File: config.mk
export PLATFORM = sky130hd
export DESIGN_NAME = pc_sequencer
export DESIGN_NICKNAME = d
export VERILOG_FILES = /design/src/rtl/pc_sequencer_pkg.sv /design/src/rtl/pc_sequencer_fetch_timer.sv /design/src/rtl/pc_sequencer.sv
export SDC_FILE = /design/constraint.sdc
export NUM_CORES = 1
export LEC_CHECK = 0
export ABC_AREA = 0
export CORE_MARGIN = 8
export CORE_UTILIZATION = 45
export DETAILED_ROUTE_END_ITERATION = 16
export MAX_ROUTING_LAYER = met4
export PLACE_DENSITY = 0.94
export SLEW_MARGIN = 30
export SYNTH_ARGS = -nofsm -noshare
export SYNTH_HDL_FRONTEND = slang
export SYNTH_SLANG_ARGS = --single-unit
File: constraint.sdc
create_clock -name clk -period 4.9 [get_ports clk]
set_input_delay 0.98 -clock clk [delete_from_list [all_inputs] [get_ports clk]]
set_output_delay 0.98 -clock clk [all_outputs]
set_load 0.05 [all_outputs]
File: src/rtl/pc_sequencer_pkg.sv
// pc_sequencer_pkg: shared state encoding and width constants for the PC sequencer
package pc_sequencer_pkg;
  localparam int PC_W = 30;
  localparam int INSTR_W = 32;
  localparam logic [PC_W-1:0] DEF_RESET_PC = '0;
  typedef enum logic [1:0] {ST_BOOT, ST_FETCH, ST_EXEC, ST_HALT} state_t;
endpackage

File: src/rtl/pc_sequencer_fetch_timer.sv
// fetch_timer: counts unacknowledged fetch cycles and flags the timeout cycle (TIMEOUT=0 disables)
module fetch_timer #(
  parameter int TIMEOUT = 16
) (
  input  logic clk,
  input  logic rst,
  input  logic clr,
  input  logic en,
  output logic expire
);
  localparam int TW = TIMEOUT > 1 ? $clog2(TIMEOUT) : 1;
  logic [TW-1:0] cnt_q, cnt_d;
  always_comb begin
    cnt_d = clr ? '0 : en ? cnt_q + TW'(1) : cnt_q;
    expire = (TIMEOUT != 0) && en && (cnt_q == TW'(TIMEOUT - 1));
  end
  always_ff @(posedge clk or posedge rst)
    if (rst) cnt_q <= '0;
    else cnt_q <= cnt_d;
endmodule

File: src/rtl/pc_sequencer.sv
// pc_sequencer: owns the word-PC, fetches over req/ack, presents one EXEC phase, then commits next_pc
module pc_sequencer import pc_sequencer_pkg::*; #(
  parameter logic [PC_W-1:0] RESET_PC = DEF_RESET_PC,
  parameter int FETCH_TIMEOUT = 16,
  parameter int CNT_W = 32
) (
  input  logic               clk,
  input  logic               rst,
  input  logic [PC_W-1:0]    next_pc,
  input  logic               stall,
  input  logic               halt_req,
  output logic               imem_req,
  output logic [PC_W-1:0]    imem_addr,
  input  logic               imem_ack,
  input  logic [INSTR_W-1:0] imem_rdata,
  output logic [PC_W-1:0]    cur_pc,
  output logic [PC_W-1:0]    link_pc,
  output logic [INSTR_W-1:0] instr,
  output logic               instr_valid,
  output logic [CNT_W-1:0]   retired,
  output logic               fetch_fault,
  output logic               halted
);
  state_t state_q, state_d;
  logic [PC_W-1:0] cur_pc_q, cur_pc_d;
  logic [INSTR_W-1:0] instr_q, instr_d;
  logic [CNT_W-1:0] retired_q, retired_d;
  logic fault_q, fault_d, in_fetch, timeout;
  assign in_fetch = state_q == ST_FETCH;
  fetch_timer #(.TIMEOUT(FETCH_TIMEOUT)) u_timer (
    .clk(clk),
    .rst(rst),
    .clr(!in_fetch || imem_ack),
    .en(in_fetch && !imem_ack),
    .expire(timeout)
  );
  always_comb begin
    state_d = state_q;
    cur_pc_d = cur_pc_q;
    instr_d = instr_q;
    retired_d = retired_q;
    fault_d = fault_q;
    case (state_q)
      ST_BOOT: state_d = ST_FETCH;
      ST_FETCH:
        if (imem_ack) begin
          instr_d = imem_rdata;
          state_d = ST_EXEC;
        end else if (timeout) begin
          fault_d = 1'b1;
          state_d = ST_HALT;
        end
      ST_EXEC:
        if (halt_req) begin
          retired_d = retired_q + CNT_W'(1);
          state_d = ST_HALT;
        end else if (!stall) begin
          cur_pc_d = next_pc;
          retired_d = retired_q + CNT_W'(1);
          state_d = ST_FETCH;
        end
      default: ;
    endcase
  end
  always_ff @(posedge clk or posedge rst)
    if (rst) begin
      state_q <= ST_BOOT;
      cur_pc_q <= RESET_PC;
      instr_q <= '0;
      retired_q <= '0;
      fault_q <= 1'b0;
    end else begin
      state_q <= state_d;
      cur_pc_q <= cur_pc_d;
      instr_q <= instr_d;
      retired_q <= retired_d;
      fault_q <= fault_d;
    end
  assign imem_req = in_fetch;
  assign imem_addr = cur_pc_q;
  assign cur_pc = cur_pc_q;
  assign link_pc = cur_pc_q + PC_W'(1);
  assign instr = instr_q;
  assign instr_valid = state_q == ST_EXEC;
  assign retired = retired_q;
  assign fetch_fault = fault_q;
  assign halted = state_q == ST_HALT;
endmodule

## Word-level counts from Yosys, hierarchy flattened

Cells that the tools add are included.

- Flip-flop bits (word level): 101
- Input port bits: 67
- Output and inout bits: 158
- Word-level logic and storage cells: 41

- Add/sub/neg operators: 3
- Equal/unequal tests: 7
- Mux-type cells: 9
- Bitwise logic cells: 3
- Reduce and logical (&&, ||, !) cells: 13

Operator list:

| operator | number |
|---|---|
| 32-bit two-way mux | 2 |
| 32-bit by 1-bit adder with 32-bit output (second input constant) | 1 |
| 30-bit by 1-bit adder with 30-bit output (second input constant) | 1 |
| 3-bit AND reduction | 3 |
| 2-bit two-way mux | 4 |
| 4-bit two-way mux | 2 |
| 2-bit one-hot mux with 3 select lines | 1 |
| 4-bit by 1-bit adder with 4-bit output (second input constant) | 1 |
| 2-bit equality test (second input constant) | 2 |
| 4-bit equality test (second input constant) | 1 |
| 2-bit AND reduction | 2 |
| 3-bit by 2-bit inequality test with 1-bit output (second input constant) | 1 |
| 3-bit inequality test (second input constant) | 1 |
| 1-bit NOT | 3 |
| 3-bit nonzero test | 1 |
| 2-bit by 1-bit equality test with 1-bit output (second input constant) | 1 |
| 1-bit logical AND | 2 |
| 1-bit zero test | 2 |
| 2-bit zero test | 1 |
| 2-bit by 1-bit inequality test with 1-bit output (second input constant) | 1 |
| 2-bit nonzero test | 1 |
| 1-bit logical OR | 1 |

## Logic depth before layout (Yosys ltp)

Gate-level depths: netlist of the first run.

- Word-level depth: 6
- Gate-level depth with buffers: 8
- Depth with buffers taken out: 6

## Hierarchy

A second synthesis of the first run with hierarchy kept.

- Cell total of the unflattened synthesis: 415
- Area total of the unflattened synthesis: 4946.0 um^2

Modules (own cells, without submodules):

| module | times used | cells an instance | area each (um^2) |
|---|---|---|---|
| pc_sequencer | 1 | 396 | 4713.3 |
| fetch_timer | 1 | 19 | 232.7 |

## Worst setup path after synthesis of the first run

No wires, ideal clock.

- Path type: reg2out
- From: reg cur_pc_q[1], in the netlist cur_pc[1]
- To: out link_pc[22]
- Data arrival time: 2.510 ns
- Slack: 1.410 ns
- Cell stages (with the launch flop): 7
- Path through: dfrtp_1 -> ha_1 -> nand3_1 -> or2_1 -> buf_6 -> nor4_4 -> xor2_1

- Cells in the longest elaborated chain, start to end: 1

RTL lines:

| element | line | RTL |
|---|---|---|
| from (decl) | pc_sequencer.sv:25 | `logic [PC_W-1:0] cur_pc_q, cur_pc_d;` |
| from (signal assigned) | pc_sequencer.sv:74 | `cur_pc_q <= cur_pc_d;` |
| 30-bit by 1-bit adder with 30-bit output | pc_sequencer.sv:82 | `assign link_pc = cur_pc_q + PC_W'(1);` |
| to (decl) | pc_sequencer.sv:17 | `output logic [PC_W-1:0] link_pc,` |

Every way passes these cells.

## Worst setup path after layout of the first run

Ends and elaborated chain as after synthesis.

==> results of run 1 <==
## layer usage
layer  share of wire, %  vias up
li1                   -     1792
met1                 40     1950
met2                 50      176
met3                7.9       22
met4                2.1        0
met5                  0        -
## final timing paths
check / end / slack [ns] / cells after the start
worst max-delay path: link_pc[22] / 0.97 / 6
worst min-delay path: u_timer.cnt_q[0] / 0.48 / 1
worst max register to register: cur_pc[22] / 2.55 / 5
worst min register to register: u_timer.cnt_q[0] / 0.48 / 1
max in group asynchronous: retired[3] / 3.04 / 3
min in group asynchronous: cur_pc[17] / 1.12 / 2
## report_power, final
part / switching, mW / total, mW / internal (mW)
Combinational: 2.49 / 3.76 / 1.27
Clock: 0.298 / 0.604 / 0.306
Sequential: 0.346 / 1.46 / 1.12
Total: 3.13 / 5.82 / 2.69
## state kept, by name, indices dropped and copies added, names as in the netlist
signal,cells
u_timer.cnt_q,4
cur_pc,30
retired,32
instr,32
state_q,2
fetch_fault,1
## critical path: stages, from the launching register on
cell and delay, ns:
dfrtp_1 0.44, ha_1 0.22, nand3_1 0.15, or2_1 0.44
nor4_4 0.33, xor2_1 0.17, clkdlybuf4s50_1 0.82
## cell type report
| type | instances | area [sq um] |
|---|---|---|
| Timing Repair Buffer | 225 | 2250 |
| Inverter | 8 | 35.0 |
| Tap cell | 140 | 175 |
| Clock buffer | 10 | 138 |
| Sequential cell | 101 | 2530 |
| Fill cell | 781 | 3480 |
| Clock inverter | 6 | 95.1 |
| Multi-Input combinational cell | 264 | 2140 |
## Yosys cell counts, drive strengths merged
cell type | instances | area [sq um]
a21oi | 1 | 5.00
a221oi | 1 | 8.76
and2 | 7 | 43.8
and3 | 8 | 51.3
and4 | 6 | 52.6
buf | 41 | 288
clkbuf | 2 | 7.51
dfrtp | 101 | 2530
ha | 6 | 75.1
inv | 8 | 30.0
mux2 | 59 | 664
nand2 | 24 | 90.1
nand2b | 2 | 12.5
nand3 | 18 | 103
nand4 | 26 | 190
nor2 | 14 | 52.6
nor2b | 4 | 25.0
nor3 | 8 | 40.0
nor4 | 6 | 73.8
nor4b | 3 | 45.0
o21ai | 6 | 30.0
o21bai | 1 | 7.51
o31ai | 1 | 7.51
or2 | 2 | 12.5
xnor2 | 41 | 359
xor2 | 20 | 175
## stage by stage
step / hold WS, ns / power (mW)
CTS: 0.471 / 5.86
finish: 0.476 / 5.82
global route: 0.508 / 6.04
global placement: 0.444 / 5.17
floorplan: 0.433 / 4.05
detailed placement: 0.458 / 5.25
## logic make-up after synthesis
kind of cell             count (synthesis)
AO/OA/AOI/OAI                           10
XOR/XNOR                                61
multiplexers                            59
AND/OR/NAND/NOR                        128
adder cells (fa/ha/maj)                  6
flip-flops                             101
buffers and inverters                   51
==> impl_metrics.yaml, run 1 <==
routing:
  vias: 3940
  drtIter0Drc: 181
  vias_per_cell: 5.23
  avgRoutedWirePerCell_microns: 18.8
  drtPass1Iterations: 5
  drt_wl_total_mm: 14.2
  postRouteAntennaNets: 0
  drc: 0
global_route:
  first_global_vias: 4210
  grt_antenna_before_repair: 0
  gr-max-usage-layer: "met2"
  gr-usage-met3_pct: 5.12
  met2_track_demand_over_resource_pct: 33.2
  global_route.overflow_total: 0
  global_route_wire_length_before_repair_mm: 22.1
  grt_start_max_net_pins: 87
  globalRouteMet1Util_pct: 21.4
  globalRouteTotalUtil_pct: 19.3
setup_path:
  cp_max_fo: 9
  crit-reg2reg-launch: "state_q[0]"
  required_ns: 3.92
  worst-endpoint-arrival_ns: 2.95
  worst_setup_path_start_kind: "flop"
  worst_setup_path_startpoint: "cur_pc[1]"
  criticalPathCategory: "reg -> out"
  worst_setup_path_end_kind: "output pin"
placed_design:
  place_hpwl_mm: 11.0
  post_dp_cell_area_sq_um: 7130
  pre_cts_slack_ns: 1.38
  place_congestion: 0.918
  dp.cells: 738
  port_buffers: 224
sta:
  layout_setup_ws_ns: 0.971
  worstMarginPinSlew_ns: 0.924
  hold_viol: 0
  maxSlewHeadroom_pct: 38.2
  finalSetupViolations: 0
  setup_total_negative_slack_ns: 0
  final.setup_skew_ns: 0.0134
  slew_violations: 0
  timing.fmax_mhz: 255
  fin_crit_sh_pct: 80.2
  rsz0062_at_grt: "false"
  period_needed_ns: 3.93
min_path:
  timing.hold.worst.start: "u_timer.cnt_q[0]"
  worst_hold_path_type: "reg -> reg"
flow_run:
  maxCapViolCount: 0
cts:
  cts_root_buffer: "clkbuf_8"
  clock_tree.buffer_depth: 2
  cts_max_level: 3
  cts-hold-fix-buffers: 0
  path_clk_slew_ns: 0.10
  cts.repair_timing.setup_buffer_count: 0
  cts-buffers-inserted: 9
  cts_tree: "done"
  numClockSinks: 101
  cts_resized: 0
  clkLatencyLatePin_ns: 0.37
layout:
  layout.core_utilization_pct: 67.9
  insertedDiodeCount: 0
  mostFrequentLayoutCell: "clkdlybuf4s50_1"
  mostFrequentLayoutCells: "clkdlybuf4s50_1, dfrtp_1, mux2_2, xnor2_1"
  syn_to_final_growth_pct: 47.9
  finish.cell_count_without_fillers: 754
  drive_above_1_share_pct: 14.7
  num-nets-final: 682
  finalInstanceArea_sq_um: 7360
logic_synthesis:
  synth_top_family_by_area: "simple AND/OR/NAND/NOR gates"
  post_synth_mux_area_share_pct: 13.3
  synth_sequential_area_ratio_pct: 50.8
  syn_inst: 416
  synth_compound_area_share_pct: 1.18
  syn-mean-instance-area_sq_um: 12.0
  netlist_area_sq_um: 4980
  number_of_warnings_reported_in_the_yosys_synthesis_log: 0
  syn-num-nets: 489
  synthXorXnorAreaFrac_pct: 10.7
  synthSimpleGateAreaFrac_pct: 15.9
  synth-seq-cells: 101
  post_synth_num_cell_types: 35
  synth_adder_area_share_pct: 1.51
floorplan:
  initial_cell_density_of_the_core_pct: 45.9
  die_w_microns: 121
  rows: 38
  io_pins: 225
  die-area_sq_um: 14700
  core_sq_um: 10800
  die-height_microns: 121
power_and_ir_drop:
  worst_case_vdd_ir_drop_mv: 0.771
  powerDensity_nw_per_um2: 791
  leakage_nw: 3.02
outcome:
  status: "finished, final reports clean"
No activity file was read; power rests on OpenSTA's default activity.
==> run 2, diff against run 1 <==
--- a/config.mk
+++ b/config.mk
@@ -7,10 +7,10 @@
 export LEC_CHECK = 0
 export ABC_AREA = 0
 export CORE_MARGIN = 8
-export CORE_UTILIZATION = 45
+export CORE_UTILIZATION = 42
 export DETAILED_ROUTE_END_ITERATION = 16
 export MAX_ROUTING_LAYER = met4
-export PLACE_DENSITY = 0.94
+export PLACE_DENSITY = 0.89
 export SLEW_MARGIN = 30
 export SYNTH_ARGS = -nofsm -noshare
 export SYNTH_HDL_FRONTEND = slang
==> constraint.sdc (replaced) <==
create_clock -name clk -period 3.79 [get_ports clk]
set_input_delay 0.758 -clock clk [delete_from_list [all_inputs] [get_ports clk]]
set_output_delay 0.758 -clock clk [all_outputs]
set_load 0.05 [all_outputs]
==> impl_metrics.yaml, run 2 (synthesized netlist as in run 1, its figures left out) <==
floorplan:
  die-area_sq_um: 15600
  die-height_microns: 125
  initial_cell_density_of_the_core_pct: 43.2
  rows: 39
  die_w_microns: 125
  core_sq_um: 11500
  io_pins: 225
placed_design:
  port_buffers: 224
  place_congestion: 0.865
  dp.cells: 747
  place_hpwl_mm: 11.6
cts:
  cts.repair_timing.setup_buffer_count: 0
  clkLatencyLatePin_ns: 0.34
  path_clk_slew_ns: 0.07
  cts_root_buffer: "clkbuf_16"
  numClockSinks: 101
  cts_resized: 0
  cts_max_level: 3
  cts_tree: "done"
  clock_tree.buffer_depth: 2
  cts-buffers-inserted: 9
  cts-hold-fix-buffers: 0
layout:
  num-fill-cells: 891
  syn_to_final_growth_pct: 50.7
  mostFrequentLayoutCells: "clkdlybuf4s50_1, dfrtp_1, mux2_2, xnor2_1, nand2_1"
  finish.cell_count_without_fillers: 763
  drive_above_1_share_pct: 15.2
  regArea_sq_um: 2530
  insertedDiodeCount: 0
  area_used_by_multi_input_combinational_logic_sq_um: 2140
  num-nets-final: 688
  mostFrequentLayoutCell: "clkdlybuf4s50_1"
setup_path:
  worst_setup_path_end_kind: "output pin"
  cp_max_fo: 9
  critical_path.slowest_cell: "clkdlybuf4s50_1"
  worst-endpoint-arrival_ns: 2.84
  critical_path.top_delay_family: "simple AND/OR/NAND/NOR gates"
  criticalPathCategory: "reg -> out"
  required_ns: 3.03
  path_cells: "ha_1 -> nand3_1 -> or2_1 -> nor3_1 -> xor2_1 -> clkdlybuf4s50_1"
  cp.buffers_inverters: 1
  slowest_delay_ns: 0.82
  worst_setup_path_start_kind: "flop"
sta:
  slew_violations: 0
  maxSlewHeadroom_pct: 47.9
  worstMarginPinSlew_ns: 0.781
  hold_viol: 0
  setup_total_negative_slack_ns: 0
  finalSetupViolations: 0
  period_needed_ns: 3.60
  fin_crit_sh_pct: 94.9
  final.setup_skew_ns: 0.00563
  rsz0062_at_grt: "false"
  timing.fmax_mhz: 278
  holdWs_ns: 0.463
routing:
  vias_per_cell: 5.10
  drt_wl_total_mm: 14.6
  drtIter0Drc: 178
  drc: 0
  vias: 3894
  avgRoutedWirePerCell_microns: 19.2
  postRouteAntennaNets: 0
  drtPass1Iterations: 4
outcome:
  status: "finished, final reports clean"
global_route:
  first_global_vias: 4297
  globalRouteTotalUtil_pct: 19.1
  globalRouteMet1Util_pct: 19.8
  grt_antenna_before_repair: 0
  gr-max-usage-layer: "met2"
  grt_start_max_net_pins: 64
  global_route.overflow_total: 0
  met2_track_demand_over_resource_pct: 33.1
  global_route_wire_length_before_repair_mm: 23.1
  gr-usage-met3_pct: 7.62
flow_run:
  maxCapViolCount: 0
power_and_ir_drop:
  power_mw: 7.74
  powerDensity_nw_per_um2: 1030
  leakage_nw: 3.15
  worst_case_vdd_ir_drop_mv: 0.525
min_path:
  worst_hold_path_type: "reg -> reg"
-- run 2: cell types whose count changed in the layout (fill, tap and decap cells not counted), sizes merged --
cell           change
buf                +6
clkdlybuf4s50      -5
clkinvlp           +1
dlymetal6s2s       +5
inv                -1
-- run 2: area by class of cell --
cell class | instances | share of cell area (%)
Inverter | 8 | 0.434
Multi-Input combinational cell | 264 | 28.5
Sequential cell | 101 | 33.7
Tap cell | 143 | 2.39
Timing Repair Buffer | 231 | 30.8
Clock inverter | 6 | 1.17
Clock buffer | 10 | 3.05
-- run 2: path summary, 6_finish.rpt --
check                                  from                to  slack (ns)  cells after the start
min reg2reg                u_timer.cnt_q[0]  u_timer.cnt_q[0]        0.46                      1
min in group asynchronous               rst         instr[19]        0.90                      2
max reg2reg                      state_q[0]         cur_pc[3]        1.73                      6
max                               cur_pc[0]       link_pc[16]        0.19                      6
max in group asynchronous               rst         cur_pc[8]        2.08                      3
min                        u_timer.cnt_q[0]  u_timer.cnt_q[0]        0.46                      1
-- run 2: where the power goes --
part	internal, mW	total (mW)	switching [mW]
combinational	1.65	4.89	3.24
sequential	1.45	1.87	0.424
clock	0.578	0.977	0.400
total	3.67	7.74	4.07
-- run 2: per-layer routing --
metal	share of wire, %	up-vias
li1	-	1810
met1	39	1885
met2	51	188
met3	9.0	11
met4	1.3	0
met5	0	-
-- run 2: worst register-to-register path, delay by kind of cell, from the launching register on --
| family | cells | cell delay [ns] |
|---|---|---|
| AND/OR/NAND/NOR | 2 | 0.35 |
| buffers and inverters | 2 | 0.46 |
| flip-flops | 1 | 0.41 |
| multiplexers | 1 | 0.41 |
| adder cells (fa/ha/maj) | 1 | 0.31 |
-- run 2: stage by stage --
stage          utilization [%]  area, sq um  setup slack, ns
2_1_floorplan                -         4980            0.385
5_1_grt                   65.1         7500           0.0157
4_1_cts                   64.9         7480           0.0616
3_3_place_gp              62.2         7160            0.526
3_5_place_dp              62.2         7160            0.422
6_report                  65.1         7500            0.194
==> run 3, diff against run 2 <==
--- a/config.mk
+++ b/config.mk
@@ -6,7 +6,7 @@
 export NUM_CORES = 1
 export LEC_CHECK = 0
 export ABC_AREA = 0
-export CORE_MARGIN = 8
+export CORE_MARGIN = 4
 export CORE_UTILIZATION = 42
 export DETAILED_ROUTE_END_ITERATION = 16
 export MAX_ROUTING_LAYER = met4
==> impl_metrics.yaml, run 3 (synthesized netlist as in run 1, its figures left out) <==
sta:
  worstMarginPinSlew_ns: 0.708
  maxSlewHeadroom_pct: 52.8
  hold_viol: 0
  rsz0062_at_grt: "false"
  period_needed_ns: 3.63
  final.setup_skew_ns: 0.00491
  timing.fmax_mhz: 276
  slew_violations: 0
  finalSetupViolations: 0
  fin_crit_sh_pct: 95.6
  setup_total_negative_slack_ns: 0
cts:
  path_clk_slew_ns: 0.07
  cts_root_buffer: "clkbuf_16"
  numClockSinks: 101
  cts_tree: "done"
  clkLatencyLatePin_ns: 0.33
  cts_max_level: 3
  clock_tree.buffer_depth: 2
  cts-buffers-inserted: 9
layout:
  insertedDiodeCount: 0
  syn_to_final_growth_pct: 50.6
  layout.core_utilization_pct: 65.1
  mostFrequentLayoutCell: "clkdlybuf4s50_1"
  drive_above_1_share_pct: 15.2
  num-nets-final: 687
  mostFrequentLayoutCells: "clkdlybuf4s50_1, dfrtp_1, mux2_2, xnor2_1, nand2_1"
global_route:
  global_route_wire_length_before_repair_mm: 20.3
  global_route.overflow_total: 0
  first_global_vias: 3977
  grt_start_max_net_pins: 56
  globalRouteTotalUtil_pct: 19.7
  grt_antenna_before_repair: 0
setup_path:
  required_ns: 3.03
  worst-endpoint-arrival_ns: 2.87
  crit-reg2reg-launch: "state_q[0]"
  worstReg2RegEnd: "cur_pc[17]"
  worst_setup_path_start_kind: "flop"
  worst_setup_path_end_kind: "output pin"
  number_of_cell_instances_on_the_worst_register_to_register_path: 6
  cp_max_fo: 9
  criticalPathCategory: "reg -> out"
  ff2ff_setup_slack_ns: 1.69
placed_design:
  port_buffers: 224
  place_hpwl_mm: 10.5
  place_congestion: 0.986
routing:
  drc: 0
  vias_per_cell: 5.11
  wl_met1_mm: 5.20
  drtIter0Drc: 200
  postRouteAntennaNets: 0
  vias: 3896
  route.met3.wl_mm: 1.09
  route.met2.wl_mm: 7.03
  avgRoutedWirePerCell_microns: 17.7
  drtPass1Iterations: 4
  top_layer_used: "met4"
  drt_wl_total_mm: 13.5
min_path:
  hold-path-cell-count: 1
  hold_end: "u_timer.cnt_q[0]"
  worst_hold_path_type: "reg -> reg"
  timing.hold.worst.start: "u_timer.cnt_q[0]"
floorplan:
  rows: 39
  die_w_microns: 117
  initial_cell_density_of_the_core_pct: 43.2
  core_sq_um: 11500
  die-height_microns: 117
  die-area_sq_um: 13700
  io_pins: 225
power_and_ir_drop:
  power_switching_mw: 4.02
  p_int_mw: 3.67
  sw_frac_of_total_pct: 52.3
  pwr-share-clk_pct: 12.8
  worst_case_vdd_ir_drop_mv: 0.663
  p_comb_share_pct: 62.7
  powerDensity_nw_per_um2: 1030
  share_seq_of_total_power_pct: 24.5
  leakage_nw: 3.13
flow_run:
  maxCapViolCount: 0
outcome:
  status: "finished, final reports clean"
run 3: power groups by stage:
stage | Clock, mW | Sequential (mW) | Combinational [mW]
2_1_floorplan | 0 | 3.05 | 2.19
3_3_place_gp | 0 | 1.87 | 4.79
3_5_place_dp | 0 | 1.90 | 4.84
4_1_cts | 1.02 | 1.88 | 4.85
5_1_grt | 1.06 | 1.94 | 5.00
6_report | 0.982 | 1.89 | 4.82
run 3: how the worst max path moves through the flow:
stage	end	startpoint	cells past startpoint	slack (ns)
2_1_floorplan	cur_pc[0]	rst	1	0.38
3_3_place_gp	link_pc[22]	cur_pc[0]	6	0.59
3_5_place_dp	link_pc[22]	cur_pc[0]	6	0.47
4_1_cts	link_pc[22]	cur_pc[0]	6	0.09
5_1_grt	link_pc[28]	cur_pc[0]	6	0.02
6_report	link_pc[26]	cur_pc[0]	6	0.16
run 3: timing repair:
action	in CTS	in global routing
hold buffers	0	0
endpoints found under the setup margin	0	3
buffers inserted	0	0
resized for setup	0	3
run 3: worst max-delay path: stages (launching register included):
cell             delay [ns]
dfrtp_1                0.44
ha_1                   0.22
nand3_1                0.16
or2_1                  0.44
nor4_2                 0.28
xor2_1                 0.17
clkdlybuf4s50_1        0.82
run 3: cell type report:
cell class	count	area, sq um
Clock buffer	9	225
Tap cell	143	179
Sequential cell	101	2530
Multi-Input combinational cell	264	2140
Fill cell	869	4020
Inverter	8	32.5
Clock inverter	7	97.6
Timing Repair Buffer	230	2290
run 3: through the flow:
step           cell area [sq um]  instances  hold WS (ns)  power (mW)  setup slack, ns
2_1_floorplan               4980        416         0.433        5.24            0.385
4_1_cts                     7480        762         0.469        7.75           0.0890
3_5_place_dp                7160        746         0.459        6.74            0.467
5_1_grt                     7500        762         0.482        8.01           0.0153
3_3_place_gp                7160        746         0.449        6.66            0.594
6_report                    7500        762         0.465        7.69            0.165
run 3: layer usage:
metal  track usage, %  vias to the layer above
met1             22.4                     1880
met3             5.14                       18
met5                -                        -
met2             34.4                      186
met4             5.66                        0
li1                 -                     1812
